==> src/rtl/sensor_input_conditioner.sv <==
// sensor_input_conditioner
// Synchronises and debounces the six field sensors and two push-buttons,
// presents clean sensor levels, turns button presses into one-cycle strobes
// and flags any change of a debounced sensor level with a one-cycle strobe.
//
// Lane numbering used throughout:
//   0 low_water_level, 1 mid_water_level, 2 high_water_level,
//   3 earth_humidity,  4 air_humidity,    5 low_temperature,
//   6 button_3,        7 button_2
// Button lanes stay in released polarity (1 = released), so their reset value
// is 1 while sensor lanes reset to 0.
//
// A button that is already held when reset releases must not produce a press
// strobe until it has been seen released. Each button lane therefore carries
// an arm bit that is set by the first genuine released sample after reset
// (the valid shift register marks when sync2 holds a real sample rather than
// its reset value).
module sensor_input_conditioner #(
  parameter int unsigned DEBOUNCE_CYCLES = 16
) (
  input  logic clock,
  input  logic reset_n,
  input  logic raw_low_water_level,
  input  logic raw_mid_water_level,
  input  logic raw_high_water_level,
  input  logic raw_earth_humidity,
  input  logic raw_air_humidity,
  input  logic raw_low_temperature,
  input  logic raw_button_3,
  input  logic raw_button_2,
  output logic low_water_level,
  output logic mid_water_level,
  output logic high_water_level,
  output logic earth_humidity,
  output logic air_humidity,
  output logic low_temperature,
  output logic pulse_3,
  output logic pulse_2,
  output logic sensor_changed
);

  localparam int unsigned CW = $clog2(DEBOUNCE_CYCLES + 1);
  localparam logic [CW-1:0] LastCount = CW'(DEBOUNCE_CYCLES - 1);
  localparam logic [7:0] LaneResetVal = 8'hC0;

  logic [7:0]    rawVec;
  logic [7:0]    sync1_q;
  logic [7:0]    sync2_q;
  logic [1:0]    valid_q;
  logic [7:0]    stable_q;
  logic [7:0]    stable_d;
  logic [7:0]    stableDly_q;
  logic [CW-1:0] count_q [8];
  logic [CW-1:0] count_d [8];
  logic [1:0]    armed_q;
  logic [1:0]    armed_d;
  logic [1:0]    pulse_q;
  logic [1:0]    pulse_d;
  logic          changed_q;
  logic          changed_d;

  assign rawVec = {raw_button_2, raw_button_3, raw_low_temperature,
                   raw_air_humidity, raw_earth_humidity, raw_high_water_level,
                   raw_mid_water_level, raw_low_water_level};

  // Two-flop synchroniser per lane, plus a marker of when sync2 holds real samples
  always_ff @(posedge clock or negedge reset_n) begin
    if (!reset_n) begin
      sync1_q <= LaneResetVal;
      sync2_q <= LaneResetVal;
      valid_q <= '0;
    end else begin
      sync1_q <= rawVec;
      sync2_q <= sync1_q;
      valid_q <= {valid_q[0], 1'b1};
    end
  end

  // Debounce next state: count consecutive differing samples, flip after DEBOUNCE_CYCLES
  always_comb begin
    stable_d = stable_q;
    for (int i = 0; i < 8; i++) begin
      count_d[i] = count_q[i];
      if (sync2_q[i] == stable_q[i]) begin
        count_d[i] = '0;
      end else if (count_q[i] == LastCount) begin
        stable_d[i] = sync2_q[i];
        count_d[i]  = '0;
      end else begin
        count_d[i] = count_q[i] + CW'(1);
      end
    end
  end

  // Debounce lane registers and the one-cycle-delayed copy used for edge detection
  always_ff @(posedge clock or negedge reset_n) begin
    if (!reset_n) begin
      stable_q    <= LaneResetVal;
      stableDly_q <= LaneResetVal;
      for (int i = 0; i < 8; i++) begin
        count_q[i] <= '0;
      end
    end else begin
      stable_q    <= stable_d;
      stableDly_q <= stable_q;
      for (int i = 0; i < 8; i++) begin
        count_q[i] <= count_d[i];
      end
    end
  end

  // Strobe next state: press edges on armed buttons, any toggle on sensor lanes
  always_comb begin
    armed_d   = armed_q | ({2{valid_q[1]}} & sync2_q[7:6]);
    pulse_d   = armed_q & stableDly_q[7:6] & ~stable_q[7:6];
    changed_d = |(stableDly_q[5:0] ^ stable_q[5:0]);
  end

  // Registered strobes and button arm bits
  always_ff @(posedge clock or negedge reset_n) begin
    if (!reset_n) begin
      armed_q   <= '0;
      pulse_q   <= '0;
      changed_q <= 1'b0;
    end else begin
      armed_q   <= armed_d;
      pulse_q   <= pulse_d;
      changed_q <= changed_d;
    end
  end

  assign low_water_level  = stable_q[0];
  assign mid_water_level  = stable_q[1];
  assign high_water_level = stable_q[2];
  assign earth_humidity   = stable_q[3];
  assign air_humidity     = stable_q[4];
  assign low_temperature  = stable_q[5];
  assign pulse_3          = pulse_q[0];
  assign pulse_2          = pulse_q[1];
  assign sensor_changed   = changed_q;

endmodule

==> config.mk <==
export PLATFORM = sky130hd
export DESIGN_NAME = sensor_input_conditioner
export DESIGN_NICKNAME = d
export VERILOG_FILES = /design/src/rtl/sensor_input_conditioner.sv
export SDC_FILE = /design/constraint.sdc
export NUM_CORES = 1
export LEC_CHECK = 0
export ABC_AREA = 1
export BUFFER_PORTS_ARGS = -buffer_cell sky130_fd_sc_hd__buf_2
export CAP_MARGIN = 40
export CORE_MARGIN = 2
export CORE_UTILIZATION = 35
export CTS_CLUSTER_DIAMETER = 100
export CTS_CLUSTER_SIZE = 40
export DETAILED_ROUTE_END_ITERATION = 8
export GPL_ROUTABILITY_DRIVEN = 0
export GPL_TIMING_DRIVEN = 0
export PLACE_DENSITY = 0.56
export SYNTH_ARGS = -nofsm -noshare
export SYNTH_HDL_FRONTEND = slang
export SYNTH_SLANG_ARGS = --single-unit
==> constraint.sdc <==
create_clock -name clock -period 1.7 [get_ports clock]
set_clock_uncertainty 0.05 [all_clocks]
set_input_delay 0.34 -clock clock [delete_from_list [all_inputs] [get_ports clock]]
set_output_delay 0.34 -clock clock [all_outputs]
set_load 0.1 [all_outputs]
==> PnR_summary.wiki, run 1 <==
{| class="wikitable"
! Metric !! Value
|-
| End-of-flow core utilization || a little over two fifths
|-
| Core area || between 0.008 and 0.009 mm2
|-
| Flip-flop and latch count after synthesis || slightly below 80
|-
| Launching element type of the critical path || flop
|-
| Length of the first detailed-routing pass in iterations || 4
|-
| Count of non-filler cells in the finished layout || 456
|-
| FP Rows || 34
|-
| Highest attainable clock frequency || between 0.6 and 0.7 GHz
|-
| Leakage || between 1.5 and 2 nW
|-
| Total Routed Length || around 4.4 mm
|-
| Root Buffer Master || sky130_fd_sc_hd__clkbuf_8
|-
| Unrepaired setup endpoints after global routing || no
|-
| Number of warning messages in the yosys log || 0
|-
| Via count of the routed design || between 1.5k and 2k
|-
| CTS Buf Count || 9
|-
| Number of setup violations in the final report || 0
|-
| Count of pins over their slew limit || 0
|-
| Global-route wire length before repair || between 8 and 9 mm
|-
| Total power density per cell area || slightly above 1000 mW/mm2
|-
| Average via count per standard cell || about 4.4
|-
| Largest net degree at the start of global routing || 58
|-
| WL/cell || 9.75 um
|-
| Met3 Track Usage GR || around 3.5%
|-
| Combined global-route utilization of all metal layers || 10.6%
|-
| Share of post-route cells with drive strength above 1 || between 10 and 15%
|-
| Post-synthesis net count || 330
|-
| Antenna violations before repair || 0
|-
| First DRT Iteration DRCs || around 70
|-
| Buffers and inverters on the worst path || 1
|-
| Worst setup slack after layout || approximately 0.13 ns
|-
| Type of element capturing the critical path || primary output
|-
| Post-route total power || 3.73 mW
|-
| Max-capacitance violation count || 0
|-
| Most heavily used metal layer in global routing || met2
|-
| H-tree level count || 3
|-
| Global routing met1 resource utilization || 12.3%
|-
| Average cell area after synthesis || between 9 and 10 um2
|-
| Netlist cell types || 15
|-
| Sum of net half-perimeters after detailed placement || a little over 3 mm
|-
| Fin nets || roughly 360
|-
| Area growth from synthesis to layout || 16.5%
|-
| Critical setup path kind || reg -> out
|-
| Ranking of synthesized cells by area || sky130_fd_sc_hd__dfrtp_1 (57%), sky130_fd_sc_hd__nand2_1 (9.6%), sky130_fd_sc_hd__dfstp_2 (6.8%)
|-
| Setup slack of the worst register-to-register path || between 0.4 and 0.5 ns
|-
| Area leader, netlist || sky130_fd_sc_hd__dfrtp_1
|-
| CP max-delay cell || sky130_fd_sc_hd__dfrtp_1
|-
| Final count of hold timing violations || 0
|-
| Vertical extent of the die || just under 100 um
|-
| Final ANT Viol Nets || 0
|-
| Worst hold path type || in -> reg
|-
| Latest clock arrival within the worst-skew pair || between 0.3 and 0.4 ns
|-
| Number of antenna repair diodes || 0
|-
| Worst Path Max Fanout || 7
|-
| Largest buffer count on any clock path || 2
|-
| Post-CTS setup-driven buffer insertion count || 0
|-
| Critical path required time || roughly 1.3 ns
|-
| Top-level I/O count || 19
|-
| Grt met2 use || ~17%
|-
| Cell breakdown of the critical path || buf_4
|-
| Grt total ovfl || 0
|-
| Share of the yosys chip area belonging to registers || about 64%
|-
| Horizontal die dimension || slightly below 100 um
|-
| Slowest Stage Delay on Critical Path || roughly 0.48 ns
|-
| Post-Place Worst Slack || 0.363 ns
|-
| Crit path arrival time || 1.18 ns
|-
| Run status || finished, final reports clean
|-
| Most common library cell in the layout ignoring fill and taps || sky130_fd_sc_hd__nand2_1
|-
| Number of buffers added on ports || 18
|-
| Die area || 0.00960 mm2
|-
| Placed instance count || 439
|-
| Post-route fraction of the period consumed by the critical path || between 90 and 100%
|-
| VDD IR-drop max || approximately 0.42 mV
|-
| CP delay by family, top || flip-flops
|-
| Most frequent cells in the layout || sky130_fd_sc_hd__nand2_1 (79), sky130_fd_sc_hd__dfrtp_1 (71), sky130_fd_sc_hd__nor2_1 (42)
|-
| Via count of the first global-routing pass || about 1.9k
|-
| Post-synthesis instance total || approximately 310
|-
| Shortest period the worst path allows || 1.57 ns
|-
| TritonCTS clock tree || built
|-
| DRC viols || 0
|-
| Total standard cell area after synthesis || around 0.0031 mm2
|-
| Starting Density || around 36%
|-
| Clock transition at the registers of the reported paths || about 0.080 ns
|-
| Area share of the largest cell type after synthesis || between 50% and 60%
|-
| Number of clock sinks || 79
|}
[power breakdown]
| part | internal (mW) | switching (mW) | total (mW) | leakage [nW] |
|---|---|---|---|---|
| clock | 0.904 | 0.654 | 1.56 | 0.112 |
| sequential | 1.95 | 0.0557 | 2.01 | 1.01 |
| combinational | 0.0658 | 0.0979 | 0.164 | 0.675 |
| total | 2.92 | 0.808 | 3.73 | 1.80 |
[per-layer routing]
layer / part of all wire (%) / vias to the layer above
met3: 2.7 / 11
met5: 0 / -
met4: 2.8 / 0
met2: 48 / 17
met1: 46 / 933
li1: - / 1030
[cell usage after synthesis]
| cell type | number |
|---|---|
| sky130_fd_sc_hd__xnor2_1 | 8 |
| sky130_fd_sc_hd__nand2_1 | 79 |
| sky130_fd_sc_hd__dfstp_2 | 8 |
| sky130_fd_sc_hd__nor2_1 | 42 |
| sky130_fd_sc_hd__dfrtp_1 | 71 |
| sky130_fd_sc_hd__nor2_2 | 5 |
| sky130_fd_sc_hd__nand3_1 | 15 |
| sky130_fd_sc_hd__o21ai_1 | 2 |
| sky130_fd_sc_hd__nor3_1 | 16 |
| sky130_fd_sc_hd__o21bai_1 | 2 |
| sky130_fd_sc_hd__inv_1 | 39 |
| sky130_fd_sc_hd__conb_1 | 1 |
| sky130_fd_sc_hd__xor2_1 | 8 |
| sky130_fd_sc_hd__ha_1 | 8 |
| sky130_fd_sc_hd__nand4_1 | 8 |
[path summary, 6_finish.rpt]
| path | startpoint | to | depth (start not counted) |
|---|---|---|---|
| worst max-delay path | stable_q[5] | low_temperature | 1 |
| worst min-delay path | raw_earth_humidity | sync1_q[3] | 1 |
| worst max register to register | count_q[5] | count_q[5] | 6 |
| worst min register to register | sync1_q[2] | sync2_q[2] | 0 |
| max in group asynchronous | reset_n | stable_q[6] | 3 |
| min in group asynchronous | reset_n | count_q[34] | 2 |
[registers in the layout, summed over array words and instances, names as in the netlist]
signal / flops
sync2_q: 8
armed_q: 2
sync1_q: 8
valid_q: 2
sensor_changed: 1
stable_q: 8
stableDly_q: 8
pulse_q: 2
count_q: 40
[cell families (layout without fill, tap and decap cells)]
group,count (synthesis),in the layout,synth area share (%)
AND/OR/NAND/NOR,165,165,22.3
flip-flops,79,79,64.2
buffers and inverters,39,75,4.73
XOR/XNOR,16,16,4.53
adder cells (fa/ha/maj),8,8,3.24
AO/OA/AOI/OAI,4,4,0.809
other,1,1,0.121
[timing repair]
| action | 4_1_cts | 5_1_grt |
|---|---|---|
| gates resized for setup | 6 | 0 |
| hold buffers | 1 | 0 |
| hold endpoints to repair | 22 | 0 |
| endpoints found under the setup margin | 6 | 0 |
[stage by stage]
stage | TNS, ns | area (um2) | hold slack (ns)
floorplan | 0 | 3090 | -0.00559
global placement | -24.13 | 3320 | 0.281
detailed placement | 0 | 3350 | 0.213
CTS | 0 | 3600 | 0.0194
global route | 0 | 3600 | 0.0118
finish | 0 | 3600 | 0.0413
[layout make-up]
cell class                      count  area [um2]
Clock buffer                       11         151
Clock inverter                      5        80.1
Tap cell                          108         135
Fill cell                         847        5030
Multi-Input combinational cell    194         960
Inverter                           39         146
Sequential cell                    79        1990
Timing Repair Buffer               20         145
(Power assumes the default switching activity.)
==> run 2, diff against run 1 <==
--- a/config.mk
+++ b/config.mk
@@ -15,7 +15,7 @@
 export DETAILED_ROUTE_END_ITERATION = 8
 export GPL_ROUTABILITY_DRIVEN = 0
 export GPL_TIMING_DRIVEN = 0
-export PLACE_DENSITY = 0.56
+export PLACE_DENSITY = 0.54
 export SYNTH_ARGS = -nofsm -noshare
 export SYNTH_HDL_FRONTEND = slang
 export SYNTH_SLANG_ARGS = --single-unit
==> PnR_summary.wiki, run 2 (synthesis results as in run 1) <==
{| class="wikitable"
! Metric !! Value
|-
| Total power density per cell area || 992 mW/mm2 (-4.1%)
|-
| Grt total ovfl || 0 (unchanged)
|-
| Horizontal die dimension || 98.0 um (unchanged)
|-
| Total Routed Length || 4.42 mm (-0.72%)
|-
| Combined global-route utilization of all metal layers || 10.7% (+0.11 points)
|-
| Number of setup violations in the final report || 0 (unchanged)
|-
| Shortest period the worst path allows || 1.56 ns (-0.00140 ns)
|-
| Type of element capturing the critical path || primary output
|-
| CTS Buf Count || 9 (unchanged)
|-
| Vertical extent of the die || 98.0 um (unchanged)
|-
| Leakage || 1.78 nW (-1.3%)
|-
| Cell breakdown of the critical path || buf_4
|-
| Core area || 0.00864 mm2 (unchanged)
|-
| Area growth from synthesis to layout || 15.3%
|-
| Critical setup path kind || reg -> out
|-
| Global-route wire length before repair || 8.32 mm (+2.7%)
|-
| Launching element type of the critical path || flop
|-
| CP max-delay cell || sky130_fd_sc_hd__dfrtp_1
|-
| Root Buffer Master || sky130_fd_sc_hd__clkbuf_8
|-
| Largest Register || count_q
|-
| Slowest Stage Delay on Critical Path || 0.49 ns (about the same)
|-
| Worst setup path start || stable_q[5]
|-
| Number of clock sinks || 79 (unchanged)
|-
| Post-route fraction of the period consumed by the critical path || 92.1% (about the same)
|-
| Worst Path Max Fanout || 7 (unchanged)
|-
| Sum of net half-perimeters after detailed placement || 3.12 mm (+0.81%)
|-
| VDD IR-drop max || 0.380 mV (-9.2%)
|-
| Average via count per standard cell || 4.31 (-1.4%)
|-
| WL/cell || 9.68 um (-0.72%)
|-
| Critical hold path startpoint || raw_button_3
|-
| Largest buffer count on any clock path || 2 (unchanged)
|-
| Via count of the routed design || 1964 (-1.4%)
|-
| DRC viols || 0 (unchanged)
|-
| Share of post-route cells with drive strength above 1 || 13.5% (-0.29 points)
|-
| Critical R2R Launch || count_q[0]
|-
| Clock transition at the registers of the reported paths || 0.08 ns (about the same)
|-
| Buffers and inverters on the worst path || 1 (unchanged)
|-
| Flip-flop count of the largest register after layout || 40 (unchanged)
|-
| Antenna violations before repair || 0 (unchanged)
|-
| Latest clock arrival within the worst-skew pair || 0.34 ns (about the same)
|-
| TritonCTS clock tree || built
|-
| Placed instance count || 439 (unchanged)
|-
| Length of the first detailed-routing pass in iterations || 4 (unchanged)
|-
| Via count of the first global-routing pass || 1998 (+5.4%)
|-
| Number of buffers added on ports || 18 (unchanged)
|-
| CP delay by family, top || flip-flops
|-
| Run status || finished, final reports clean
|-
| Crit path arrival time || 1.17 ns (about the same)
|-
| Highest attainable clock frequency || 0.639 GHz (about the same)
|-
| Top-level I/O count || 19 (unchanged)
|-
| Post-Place Worst Slack || 0.348 ns (-0.0151 ns)
|-
| Max-capacitance violation count || 0 (unchanged)
|-
| Post-CTS setup-driven buffer insertion count || 0 (unchanged)
|-
| Number of antenna repair diodes || 0 (unchanged)
|-
| Largest net degree at the start of global routing || 43 (-26%)
|-
| Unrepaired setup endpoints after global routing || no
|-
| First DRT Iteration DRCs || 90 (+32%)
|-
| Fin nets || 361 (unchanged)
|-
| Worst setup slack after layout || 0.135 ns (+0.00140 ns)
|-
| Critical path required time || 1.31 ns (about the same)
|-
| Count of non-filler cells in the finished layout || 456 (unchanged)
|-
| Most frequent cells in the layout || sky130_fd_sc_hd__nand2_1 (79), sky130_fd_sc_hd__dfrtp_1 (71), sky130_fd_sc_hd__nor2_1 (42)
|-
| Die area || 0.00960 mm2 (unchanged)
|-
| FP Rows || 34 (unchanged)
|-
| Count of pins over their slew limit || 0 (unchanged)
|-
| H-tree level count || 3 (unchanged)
|-
| Most common library cell in the layout ignoring fill and taps || sky130_fd_sc_hd__nand2_1
|-
| Starting Density || 35.8% (unchanged)
|-
| Final count of hold timing violations || 0 (unchanged)
|-
| Worst hold path type || in -> reg
|-
| Final ANT Viol Nets || 0 (unchanged)
|}
[run 2: changes by cell type in the layout (fill, tap and decap cells not counted)]
cell / previous run / this run
sky130_fd_sc_hd__buf_12: 0 / 1
sky130_fd_sc_hd__buf_16: 1 / 0
sky130_fd_sc_hd__bufinv_16: 2 / 1
sky130_fd_sc_hd__clkbuf_1: 0 / 1
sky130_fd_sc_hd__clkbuf_8: 11 / 10
sky130_fd_sc_hd__clkinvlp_4: 2 / 3
[run 2: per-layer routing]
layer	vias to the layer above	global-route usage, %	share of wire, %
met2	18	18.2	49
li1	1029	-	-
met4	0	6.09	1.7
met1	911	12.4	46
met3	6	2.58	3.1
met5	-	0	0
[run 2: per-stage QoR]
| step | hold WS (ns) | setup TNS (ns) | power [mW] | util (%) | area (um2) |
|---|---|---|---|---|---|
| after floorplan | -0.00559 | 0 | 2.13 | - | 3090 |
| after global placement | 0.283 | -25.91 | 2.20 | 38.4 | 3320 |
| after detailed placement | 0.285 | 0 | 2.21 | 38.7 | 3340 |
| after CTS | 0.0173 | 0 | 3.61 | 41.3 | 3560 |
| after global routing | 0.0143 | 0 | 3.72 | 41.3 | 3560 |
| final | 0.0442 | 0 | 3.54 | 41.3 | 3560 |
[run 2: final timing paths]
| kind | depth (start not counted) | slack (ns) | end |
|---|---|---|---|
| worst max-delay path | 1 | 0.14 | low_temperature |
| worst min-delay path | 1 | 0.04 | sync1_q[6] |
| worst max register to register | 6 | 0.47 | count_q[0] |
| min in group asynchronous | 2 | 0.46 | sync2_q[1] |
| worst min register to register | 0 | 0.30 | sync2_q[1] |
| max in group asynchronous | 3 | 0.58 | count_q[28] |
[run 2: cell type report]
class,count,area [um2]
fill,842,5070
sequential,79,1990
multi-input combinational,194,960
inverter,39,146
clock buffer,11,141
timing repair buffer,20,138
tap,108,135
clock inverter,5,57.6
[run 2: power by group]
group / leakage [nW] / total [mW] / internal, mW / switching, mW
Sequential: 1.01 / 2.00 / 1.95 / 0.0548
Clock: 0.0916 / 1.37 / 0.716 / 0.653
Combinational: 0.672 / 0.161 / 0.0639 / 0.0969
Total: 1.78 / 3.54 / 2.73 / 0.805
[run 2: what timing repair did]
action | 4_1_cts | 5_1_grt
hold endpoints to repair | 29 | 0
setup endpoints to repair | 6 | 0
hold buffers | 1 | 0
resized for setup | 6 | 0
[run 2: worst reg2reg max path: stages, from the launching register on]
cell	delay, ns
sky130_fd_sc_hd__dfrtp_1	0.39
sky130_fd_sc_hd__ha_1	0.18
sky130_fd_sc_hd__nand2_1	0.07
sky130_fd_sc_hd__nor2_1	0.14
sky130_fd_sc_hd__nand2_1	0.13
sky130_fd_sc_hd__nand2_1	0.11
sky130_fd_sc_hd__nor2_1	0.04
==> run 3, diff against run 2 <==
--- a/config.mk
+++ b/config.mk
@@ -5,7 +5,6 @@
 export SDC_FILE = /design/constraint.sdc
 export NUM_CORES = 1
 export LEC_CHECK = 0
-export ABC_AREA = 1
 export BUFFER_PORTS_ARGS = -buffer_cell sky130_fd_sc_hd__buf_2
 export CAP_MARGIN = 40
 export CORE_MARGIN = 2
==> PnR_summary.wiki, run 3 <==
{| class="wikitable"
! Metric !! Value
|-
| Leakage || 1.76 nW (-1.1%)
|-
| Starting Density || 36.6% (+0.74 points)
|-
| Top-level I/O count || 19 (unchanged)
|-
| Critical path required time || 1.31 ns (about the same)
|-
| H-tree level count || 3 (unchanged)
|-
| Most frequent cells in the layout || sky130_fd_sc_hd__dfrtp_1 (71), sky130_fd_sc_hd__nor2_1 (33), sky130_fd_sc_hd__xor2_1 (28)
|-
| Final count of hold timing violations || 0 (unchanged)
|-
| Combined global-route utilization of all metal layers || 9.94% (-0.77 points)
|-
| Most used standard cell by instance count after synthesis || sky130_fd_sc_hd__dfrtp_1
|-
| Buffers and inverters on the worst path || 1 (unchanged)
|-
| Slowest Stage Delay on Critical Path || 0.46 ns (-0.03 ns)
|-
| Netlist cell types || 16 (+1)
|-
| Total power density per cell area || 1080 mW/mm2 (+8.6%)
|-
| Primary flip-flop cell chosen by synthesis mapping || sky130_fd_sc_hd__dfrtp_1
|-
| FP Rows || 32 (-5.9%)
|-
| VDD IR-drop max || 0.605 mV (+59%)
|-
| CP delay by family, top || buffers and inverters
|-
| Worst setup path start || stable_q[1]
|-
| Number of warning messages in the yosys log || 0 (unchanged)
|-
| Count of non-filler cells in the finished layout || 351 (-23%)
|-
| Type of element capturing the critical path || primary output
|-
| Number of antenna repair diodes || 0 (unchanged)
|-
| Vertical extent of the die || 94.3 um (-3.8%)
|-
| Number of cells on the critical path || 1 (unchanged)
|-
| Area growth from synthesis to layout || 16.6%
|-
| Post-synthesis net count || 231 (-30%)
|-
| Ranking of synthesized cells by area || sky130_fd_sc_hd__dfrtp_1 (62%), sky130_fd_sc_hd__xor2_1 (8.6%), sky130_fd_sc_hd__dfstp_2 (7.4%)
|-
| Crit path arrival time || 1.23 ns (+0.06 ns)
|-
| Critical path capture point || mid_water_level
|-
| Area leader, netlist || sky130_fd_sc_hd__dfrtp_1
|-
| Flip-flop count of the largest register after layout || 40 (unchanged)
|-
| Post-CTS setup-driven buffer insertion count || 0 (unchanged)
|-
| Unrepaired setup endpoints after global routing || no
|-
| Largest net degree at the start of global routing || 58 (+35%)
|-
| Placed instance count || 334 (-24%)
|-
| Number of clock sinks || 79 (unchanged)
|-
| Number of buffers added on ports || 18 (unchanged)
|-
| Share of post-route cells with drive strength above 1 || 16.5% (+3.0 points)
|-
| Die area || 0.00889 mm2 (-7.4%)
|-
| Most instantiated cells after synthesis || sky130_fd_sc_hd__dfrtp_1 (71), sky130_fd_sc_hd__nor2_1 (33), sky130_fd_sc_hd__xor2_1 (28)
|-
| Horizontal die dimension || 94.3 um (-3.8%)
|-
| Total Routed Length || 3.75 mm (-15%)
|-
| CTS Buf Count || 9 (unchanged)
|-
| Worst reg2reg endpoint || stable_q[5]
|-
| Fin nets || 262 (-27%)
|-
| Critical R2R Launch || count_q[10]
|-
| CP max-delay cell || sky130_fd_sc_hd__buf_2
|-
| Post-synth EDFFs || 0 (unchanged)
|-
| Worst setup slack after layout || 0.0842 ns (-0.0509 ns)
|-
| Most common library cell in the layout ignoring fill and taps || sky130_fd_sc_hd__dfrtp_1
|-
| WL/cell || 10.7 um (+10%)
|-
| Max-capacitance violation count || 0 (unchanged)
|-
| Worst hold path type || in -> reg
|-
| Count of pins over their slew limit || 0 (unchanged)
|-
| Share of the yosys chip area belonging to registers || 69.6% (+5.4 points)
|-
| Sum of net half-perimeters after detailed placement || 2.52 mm (-19%)
|-
| Fraction of synthesis flops using an asynchronous set or reset pin || 100% (unchanged)
|-
| Antenna violations before repair || 0 (unchanged)
|-
| Shortest period the worst path allows || 1.62 ns (+0.0509 ns)
|-
| Number of setup violations in the final report || 0 (unchanged)
|-
| Logic depth of the worst register-to-register path || 4 (-2)
|-
| Average cell area after synthesis || 13.4 um2 (+35%)
|-
| First DRT Iteration DRCs || 35 (-61%)
|-
| Global-route wire length before repair || 6.68 mm (-20%)
|-
| Latest clock arrival within the worst-skew pair || 0.34 ns (about the same)
|-
| Final ANT Viol Nets || 0 (unchanged)
|-
| Post-synthesis instance total || 213 (-32%)
|-
| Largest Register || count_q
|-
| Average via count per standard cell || 4.26 (-1.0%)
|-
| Area share of the largest cell type after synthesis || 62.3% (+4.8 points)
|-
| Clock transition at the registers of the reported paths || 0.08 ns (about the same)
|-
| Post-Place Worst Slack || 0.403 ns (+0.0551 ns)
|-
| Core area || 0.00781 mm2 (-9.6%)
|-
| Post-route worst hold slack || 0.0460 ns (+0.00179 ns)
|-
| TritonCTS clock tree || built
|-
| Highest attainable clock frequency || 0.619 GHz (-3.2%)
|-
| Worst Path Max Fanout || 5 (-2)
|-
| Run status || finished, final reports clean
|-
| Length of the first detailed-routing pass in iterations || 4 (unchanged)
|-
| Critical setup path kind || reg -> out
|-
| Via count of the first global-routing pass || 1554 (-22%)
|-
| Largest buffer count on any clock path || 2 (unchanged)
|-
| Setup slack of the worst register-to-register path || 0.41 ns (-0.06 ns)
|-
| Grt total ovfl || 0 (unchanged)
|-
| Flip-flop and latch count after synthesis || 79 (unchanged)
|-
| Post-route fraction of the period consumed by the critical path || 95.0% (+3.0 points)
|-
| Post-route total power || 3.58 mW (+1.4%)
|-
| Root Buffer Master || sky130_fd_sc_hd__clkbuf_8
|-
| Launching element type of the critical path || flop
|-
| Via count of the routed design || 1496 (-24%)
|-
| Total standard cell area after synthesis || 0.00285 mm2 (-7.7%)
|-
| DRC viols || 0 (unchanged)
|-
| Cell breakdown of the critical path || buf_2
|}
## run 3: worst min-delay path by stage
stage            startpoint     endpoint  slack (ns)  depth (start not counted)
6_report       raw_button_2   sync1_q[7]        0.05                          1
5_1_grt        raw_button_2   sync1_q[7]        0.01                          1
4_1_cts        raw_button_2   sync1_q[7]        0.02                          1
3_5_place_dp        reset_n  count_q[31]        0.22                          1
3_3_place_gp     sync1_q[2]   sync2_q[2]        0.28                          0
2_1_floorplan       reset_n   armed_q[0]      -0.006                          0
## run 3: through the flow
stage                     util [%]  cell area [um2]  TNS [ns]
final                         42.6             3330         0
after CTS                     42.5             3320         0
after detailed placement      39.7             3100         0
after global routing          42.6             3330         0
after floorplan                  -             2850         0
after global placement        39.3             3070    -24.05
## run 3: timing repair
action	4_1_cts	5_1_grt
resized for setup	0	4
endpoints found under the setup margin	0	4
hold buffers	1	0
endpoints found under the hold margin	19	0
## run 3: per-layer routing
metal,track usage (%),share of wire [%],vias to the layer above,wire length (um)
met5,0,0,-,0
met4,3.62,1.2,0,44
met3,5.38,5.5,8,207
met2,14.3,44,27,1640
met1,12.7,49,708,1860
li1,-,-,753,-
## run 3: final cells by class
type	instances	area (um2)
fillers	734	4480
clock buffers	11	131
multi-input cells	127	841
clock inverters	5	75.1
well taps	102	128
inverters	7	26.3
flip-flops and latches	79	1990
repair buffers	20	140
## run 3: report_power, final
| group | switching, mW | internal, mW |
|---|---|---|
| combinational | 0.0906 | 0.0634 |
| clock | 0.614 | 0.820 |
| sequential | 0.0439 | 1.95 |
| total | 0.749 | 2.84 |
## run 3: cell families after synthesis
group                    share of synthesized area (%)
flip-flops                                        69.6
AND/OR/NAND/NOR                                   11.5
XOR/XNOR                                          9.21
AO/OA/AOI/OAI                                     1.93
adder cells (fa/ha/maj)                           3.51
multiplexers                                      3.16
buffers and inverters                            0.921
other                                            0.131
